### src/rtl/demux1x4_stream_if.sv
// rtl/demux1x4_stream_if.sv - handshake bundle for demux1x4_stream; out_cnt exists only with DEMUX_CNT_EN
interface demux1x4_stream_if #(
    parameter int DATA_W = 8
);
    logic [DATA_W-1:0]   in_data;
    logic [1:0]          in_sel;
    logic                in_valid;
    logic                in_ready;
    logic [4*DATA_W-1:0] out_data;
    logic [3:0]          out_valid;
    logic [3:0]          out_ready;
`ifdef DEMUX_CNT_EN
    logic [31:0]         out_cnt;
`endif

    // Upstream source plus the four sinks, seen from outside the demux.
    modport master (
        output in_data,
        output in_sel,
        output in_valid,
        output out_ready,
        input  in_ready,
        input  out_data,
`ifdef DEMUX_CNT_EN
        input  out_cnt,
`endif
        input  out_valid
    );

    // The demux itself.
    modport slave (
        input  in_data,
        input  in_sel,
        input  in_valid,
        input  out_ready,
        output in_ready,
        output out_data,
`ifdef DEMUX_CNT_EN
        output out_cnt,
`endif
        output out_valid
    );
endinterface

### src/rtl/demux1x4_stream.sv
// rtl/demux1x4_stream.sv - 1:4 stream demux with a 2-entry FIFO per channel; DEMUX_CNT_EN adds out_cnt
module demux1x4_stream #(
    parameter int DATA_W = 8
) (
    input  logic             clk,
    input  logic             rst_n,
    demux1x4_stream_if.slave bus
);
    // Channel state doubles as the occupancy count (0, 1 or 2 entries).
    typedef enum logic [1:0] {
        EMPTY = 2'd0,
        HALF  = 2'd1,
        FULL  = 2'd2
    } ch_state_t;

    ch_state_t         state_q [4];
    ch_state_t         state_d [4];
    logic [3:0]        wptr_q;
    logic [3:0]        rptr_q;
    logic [DATA_W-1:0] mem0_q [4];
    logic [DATA_W-1:0] mem1_q [4];
    logic [3:0]        push;
    logic [3:0]        pop;
    logic              in_ready_w;

    // Ready depends only on the addressed channel having room; a sink popping
    // the same cycle does not open a slot early, keeping in_sel the only comb path.
    always_comb begin
        in_ready_w = (state_q[bus.in_sel] != FULL);
    end

    assign bus.in_ready = in_ready_w;

    // Per-channel push and pop strobes.
    always_comb begin
        push = '0;
        pop  = '0;
        for (int k = 0; k < 4; k++) begin
            push[k] = bus.in_valid && in_ready_w && (bus.in_sel == 2'(k));
            pop[k]  = (state_q[k] != EMPTY) && bus.out_ready[k];
        end
    end

    // Occupancy transitions; a push and pop together leave the count unchanged.
    always_comb begin
        for (int k = 0; k < 4; k++) begin
            state_d[k] = state_q[k];
            case (state_q[k])
                EMPTY: begin
                    if (push[k]) begin
                        state_d[k] = HALF;
                    end
                end
                HALF: begin
                    if (push[k] && !pop[k]) begin
                        state_d[k] = FULL;
                    end else if (pop[k] && !push[k]) begin
                        state_d[k] = EMPTY;
                    end
                end
                FULL: begin
                    if (pop[k]) begin
                        state_d[k] = HALF;
                    end
                end
                default: begin
                    state_d[k] = EMPTY;
                end
            endcase
        end
    end

    // Channel state register.
    always_ff @(posedge clk) begin
        if (!rst_n) begin
            for (int k = 0; k < 4; k++) begin
                state_q[k] <= EMPTY;
            end
        end else begin
            for (int k = 0; k < 4; k++) begin
                state_q[k] <= state_d[k];
            end
        end
    end

    // FIFO storage and pointers; reset clears memories so out_data reads 0 afterwards.
    always_ff @(posedge clk) begin
        if (!rst_n) begin
            wptr_q <= '0;
            rptr_q <= '0;
            for (int k = 0; k < 4; k++) begin
                mem0_q[k] <= '0;
                mem1_q[k] <= '0;
            end
        end else begin
            for (int k = 0; k < 4; k++) begin
                if (push[k]) begin
                    if (wptr_q[k]) begin
                        mem1_q[k] <= bus.in_data;
                    end else begin
                        mem0_q[k] <= bus.in_data;
                    end
                    wptr_q[k] <= ~wptr_q[k];
                end
                if (pop[k]) begin
                    rptr_q[k] <= ~rptr_q[k];
                end
            end
        end
    end

    // Head entry and valid per channel, selected purely from registered state.
    always_comb begin
        bus.out_data  = '0;
        bus.out_valid = '0;
        for (int k = 0; k < 4; k++) begin
            bus.out_data[k*DATA_W +: DATA_W] = rptr_q[k] ? mem1_q[k] : mem0_q[k];
            bus.out_valid[k]                 = (state_q[k] != EMPTY);
        end
    end

`ifdef DEMUX_CNT_EN
    logic [7:0] cnt_q [4];

    // Per-channel output handshake counters, wrapping at 8 bits.
    always_ff @(posedge clk) begin
        if (!rst_n) begin
            for (int k = 0; k < 4; k++) begin
                cnt_q[k] <= '0;
            end
        end else begin
            for (int k = 0; k < 4; k++) begin
                if (pop[k]) begin
                    cnt_q[k] <= cnt_q[k] + 8'd1;
                end
            end
        end
    end

    // Pack the counters onto the out_cnt bus.
    always_comb begin
        bus.out_cnt = '0;
        for (int k = 0; k < 4; k++) begin
            bus.out_cnt[k*8 +: 8] = cnt_q[k];
        end
    end
`endif
endmodule

### src/flat_wrapper.sv
// flat-port wrapper written by rule: the top's interface ports become plain ports
module demux1x4_stream_flat 
#(
    parameter int DATA_W = 8
)
  (clk, rst_n, bus_in_data, bus_in_sel, bus_in_valid, bus_out_ready, bus_in_ready, bus_out_data, bus_out_valid);
  demux1x4_stream_if #(.DATA_W(DATA_W)) bus_i ();
  input  logic clk;
  input  logic rst_n;
  input wire logic [$bits(bus_i.in_data)-1:0] bus_in_data;
  input wire logic [$bits(bus_i.in_sel)-1:0] bus_in_sel;
  input wire logic [$bits(bus_i.in_valid)-1:0] bus_in_valid;
  input wire logic [$bits(bus_i.out_ready)-1:0] bus_out_ready;
  output wire logic [$bits(bus_i.in_ready)-1:0] bus_in_ready;
  output wire logic [$bits(bus_i.out_data)-1:0] bus_out_data;
  output wire logic [$bits(bus_i.out_valid)-1:0] bus_out_valid;
  assign bus_i.in_data = bus_in_data;
  assign bus_i.in_sel = bus_in_sel;
  assign bus_i.in_valid = bus_in_valid;
  assign bus_i.out_ready = bus_out_ready;
  assign bus_in_ready = bus_i.in_ready;
  assign bus_out_data = bus_i.out_data;
  assign bus_out_valid = bus_i.out_valid;
  demux1x4_stream #(.DATA_W(DATA_W)) u_core (.clk(clk), .rst_n(rst_n), .bus(bus_i));
endmodule
### config.mk
export PLATFORM = sky130hd
export DESIGN_NAME = demux1x4_stream_flat
export DESIGN_NICKNAME = d
export VERILOG_FILES = /design/src/rtl/demux1x4_stream_if.sv /design/src/rtl/demux1x4_stream.sv /design/src/flat_wrapper.sv
export SDC_FILE = /design/constraint.sdc
export NUM_CORES = 1
export LEC_CHECK = 0
export CAP_MARGIN = 5
export CORE_MARGIN = 2
export CORE_UTILIZATION = 50
export CTS_BUF_LIST = sky130_fd_sc_hd__clkbuf_8
export CTS_CLUSTER_DIAMETER = 200
export CTS_CLUSTER_SIZE = 14
export DETAILED_ROUTE_END_ITERATION = 10
export GPL_ROUTABILITY_DRIVEN = 0
export PLACE_DENSITY = 0.71
export SETUP_SLACK_MARGIN = 0.15
export SLEW_MARGIN = 25
export SYNTH_ARGS = -nofsm -noshare
export SYNTH_HDL_FRONTEND = slang
export SYNTH_SLANG_ARGS = --single-unit
### constraint.sdc
create_clock -name clk -period 2.2 [get_ports clk]
set_clock_uncertainty 0.2 [all_clocks]
set_input_delay 0.33 -clock clk [delete_from_list [all_inputs] [get_ports clk]]
set_output_delay 0.33 -clock clk [all_outputs]
set_load 0.005 [all_outputs]
==> results.rst <==
.. list-table::
   :header-rows: 1

   * - Metric
     - Value
   * - Worst-skew pair later-pin latency
     - 0.34 ns
   * - Clock transition at the registers of the reported paths
     - 0.08 ns
   * - Peak per-stage delay on the critical path
     - 0.44 ns
   * - Count of state elements after synthesis
     - 80
   * - Routed length per instance
     - roughly 16 µm
   * - Fin Hold WS
     - 0.307 ns
   * - Cells after Synth
     - ~280
   * - Sink of the worst hold path
     - u_core.wptr_q[1]$_SDFFE_PN0N_
   * - Maximum level of the CTS H-tree
     - 3
   * - Number of warnings reported in the yosys synthesis log
     - 0
   * - Top-level I/O count
     - between 50 and 60
   * - Launch point of the worst reg-to-reg path
     - u_core.state_q[3][1]$_SDFFE_PN0P_
   * - Overall die area
     - slightly below 8000 µm²
   * - Worst Path Max Fanout
     - 9
   * - Slew @ Worst Pin
     - about 0.43 ns
   * - Post-synthesis sequential area ratio
     - 63.7%
   * - Post-Synthesis Cell Area
     - around 3500 µm²
   * - Clock buffer count from CTS
     - 9
   * - Sink count of the clock tree
     - 80
   * - Number of vias after detailed routing
     - 2447
   * - R2r endpoint
     - u_core.mem0_q[3][2]$_SDFFCE_PN0P_
   * - Share of final-layout standard cells stronger than drive strength 1
     - 25.9%
   * - Hold depth
     - 2
   * - Placement row count
     - 30
   * - Total nets after synthesis
     - 300
   * - Initial standard-cell utilization of the core
     - 51.8%
   * - Slowest cell on crit path
     - sky130_fd_sc_hd__clkdlybuf4s50_1
   * - Class of the most critical hold timing path
     - reg -> reg
   * - Total number of nets in the final design
     - between 300 and 400
   * - Worst setup EP type
     - output port
   * - Proportion of power drawn by the clock network
     - around a third
   * - Core ar.
     - roughly 6800 µm²
   * - Hold path startpoint
     - u_core.wptr_q[1]$_SDFFE_PN0N_
   * - Logic depth of the worst register-to-register path
     - 4
   * - RSZ-0062 raised after global routing
     - yes
   * - Worst reg-to-reg setup slack
     - around 0.58 ns
   * - Max-slew violation total from the final report
     - 0
   * - Internal Dissipation
     - between 2 and 2.5 mW
   * - Setup violation total in the final timing report
     - 0
   * - Number of hold violations in the final report
     - 0
   * - DP Wirelength
     - slightly above 5 mm
   * - Routed WL
     - ~7.5 mm
   * - IR drop worst, VDD
     - just over 0.4 mV
   * - Antenna Violating Nets Remaining
     - 0
   * - Switching power of the nets
     - a little under 0.7 mW
   * - Via density per instance
     - roughly 5.3
   * - Combinational cell fraction of total power
     - a little under an eighth
   * - Setup crit start kind
     - flop
   * - Final core utilization
     - around two thirds
   * - Clk root buf
     - sky130_fd_sc_hd__clkbuf_8
   * - Required @ worst endpoint
     - between 1.5 and 2 ns
   * - Detailed router's first-iteration violation count
     - between 150 and 200
   * - Max-slew headroom
     - between 70 and 80%
   * - Outcome
     - complete, no violations
   * - Cell breakdown of the critical path
     - mux2_2 > clkdlybuf4s50_1
   * - Kind of critical path
     - reg -> out
   * - Flop pwr share
     - 55.1%
   * - Mean instance size in the synthesized netlist
     - approximately 12 µm²
   * - Total grt overflow
     - 0
   * - Syn-to-layout area delta
     - 31.4%
   * - Non-filler instance count after layout
     - around 460
   * - TritonCTS clock tree
     - yes
   * - Worst-case clock buffer depth
     - 2
   * - Final worst path period share
     - slightly below 100%
   * - Count of inserted antenna diode cells
     - 0
   * - Arrival time at the worst endpoint
     - ~1.6 ns
   * - Count of maximum capacitance violations
     - 0
   * - Maximum number of pins on one net before global-route repair
     - 33
   * - Cell count after placement
     - 445
   * - DR DRC count
     - 0
   * - Tot GR Track Use
     - around a fifth
   * - Initial antenna violation count
     - 0
   * - Chip width
     - between 80 and 90 µm
   * - Die Y
     - 87.9 µm
   * - Total iterations of the first detailed-routing run
     - 4
   * - Clock period minus worst slack
     - 2.11 ns
   * - Post-synthesis cell type count
     - 31
   * - Leakage
     - ~1.7 nW
   * - Global-route wire length before repair
     - roughly 12 mm
   * - Maximum operating frequency
     - approximately 470 MHz
   * - Switching fraction of total power
     - between 20% and 30%
   * - Via count of the first global-routing pass
     - ~2400
   * - Setup TNS
     - 0 ns
   * - CTS hold repair buffers
     - 0
   * - Cell Pwr Density
     - 679 nW/µm²
   * - Port buffer count
     - 53
layer usage:
| layer | global-route usage [%] | share of wire (%) | up-vias |
|---|---|---|---|
| met5 | 0 | 0 | - |
| met4 | 10.6 | 1.4 | 0 |
| met3 | 5.09 | 5.9 | 8 |
| met2 | 33.1 | 50 | 68 |
| met1 | 28.3 | 43 | 1199 |
| li1 | - | - | 1172 |
power by group through the flow:
stage	combinational [mW]	sequential, mW	clock (mW)
2_1_floorplan	0.167	1.75	0
3_3_place_gp	0.367	1.77	0
3_5_place_dp	0.374	1.77	0
4_1_cts	0.380	1.73	1.06
5_1_grt	0.405	1.74	1.12
6_report	0.375	1.73	1.04
flip-flops by register name (all words and copies together) (netlist names):
| name | flops |
|---|---|
| u_core.mem0_q | 32 |
| u_core.wptr_q | 4 |
| u_core.state_q | 8 |
| u_core.mem1_q | 32 |
| u_core.rptr_q | 4 |
cells in the mapped netlist, drive strengths merged:
cell type  instances  area, µm²
or2                4       25.0
edfxtp            64       1920
nand2b             7       43.8
nand2             16       60.1
o31a               4       35.0
nor3b              6       50.1
and3b              2       17.5
a21bo              1       10.0
or3                3       18.8
nand3              5       25.0
clkbuf             6       22.5
and2               4       25.0
o21ai             11       55.1
dfxtp             16        320
buf                5       30.0
mux4               1       22.5
and3               1       6.26
nand3b            10       78.8
a21boi             4       30.0
mux2              32        360
or3b               1       8.76
nor4b              4       35.0
nor2              64        240
nor2b              4       25.0
a21oi              4       20.0
xnor2              4       35.0
worst max path at each step:
stage                                        startpoint                           endpoint  cells past startpoint
after global routing      u_core.rptr_q[2]$_SDFFE_PN0P_                   bus_out_data[21]                      2
after CTS                 u_core.rptr_q[0]$_SDFFE_PN0P_                    bus_out_data[0]                      2
final                     u_core.rptr_q[0]$_SDFFE_PN0P_                    bus_out_data[0]                      2
after floorplan                           bus_in_sel[0]  u_core.mem0_q[2][0]$_SDFFCE_PN0P_                      5
after detailed placement                  bus_in_sel[0]                       bus_in_ready                      3
after global placement                    bus_in_sel[0]                       bus_in_ready                      3
kinds of logic after synthesis:
kind of cell | Yosys count | synth area share [%]
and+or+nand+nor | 131 | 18.7
AOI/OAI and AO/OA | 24 | 4.26
muxes | 33 | 10.9
xor gates and xnor gates | 4 | 0.995
buffers and inverters | 11 | 1.49
DFF | 80 | 63.7
layout by cell type, fill, tap and decap left out, types with 5 or more instances in the layout:
| master | synthesis | layout |
|---|---|---|
| sky130_fd_sc_hd__nor2_1 | 64 | 64 |
| sky130_fd_sc_hd__edfxtp_1 | 64 | 64 |
| sky130_fd_sc_hd__clkdlybuf4s50_1 | 0 | 49 |
| sky130_fd_sc_hd__mux2_2 | 32 | 32 |
| sky130_fd_sc_hd__buf_4 | 0 | 20 |
| sky130_fd_sc_hd__nand2_1 | 16 | 16 |
| sky130_fd_sc_hd__o21ai_0 | 11 | 11 |
| sky130_fd_sc_hd__clkbuf_8 | 0 | 10 |
| sky130_fd_sc_hd__nand3b_1 | 9 | 9 |
| sky130_fd_sc_hd__dfxtp_2 | 0 | 7 |
| sky130_fd_sc_hd__buf_12 | 0 | 6 |
| sky130_fd_sc_hd__nand3_1 | 5 | 5 |
| sky130_fd_sc_hd__nor3b_1 | 5 | 5 |
| sky130_fd_sc_hd__dfxtp_4 | 0 | 5 |
metrics by stage:
| step | setup slack [ns] | area [µm²] | power [mW] |
|---|---|---|---|
| floorplan | 0.371 | 3520 | 1.91 |
| global placement | -0.121 | 4380 | 2.13 |
| detailed placement | -0.137 | 4380 | 2.14 |
| CTS | 0.0670 | 4620 | 3.17 |
| global route | 0.0355 | 4630 | 3.27 |
| finish | 0.0855 | 4630 | 3.14 |
timing repair:
item                                    in CTS  in global routing
resized for setup                           22                  3
hold endpoints to repair                     0                  0
endpoints found under the setup margin      34                 34
setup buffers                                2                  0
final cells by class:
type | count | area (µm²)
Sequential cell | 80 | 2270
Fill cell | 500 | 2160
Multi-Input combinational cell | 192 | 1250
Timing Repair Buffer | 79 | 801
Clock buffer | 10 | 138
Tap cell | 96 | 120
Clock inverter | 6 | 51.3
critical path: cells and delay by family (launching register included):
kind                   cells  cell delay (ns)
buffers and inverters      1             0.44
flip-flops                 1             0.43
multiplexers               1             0.36
(Power assumes the default switching activity.)
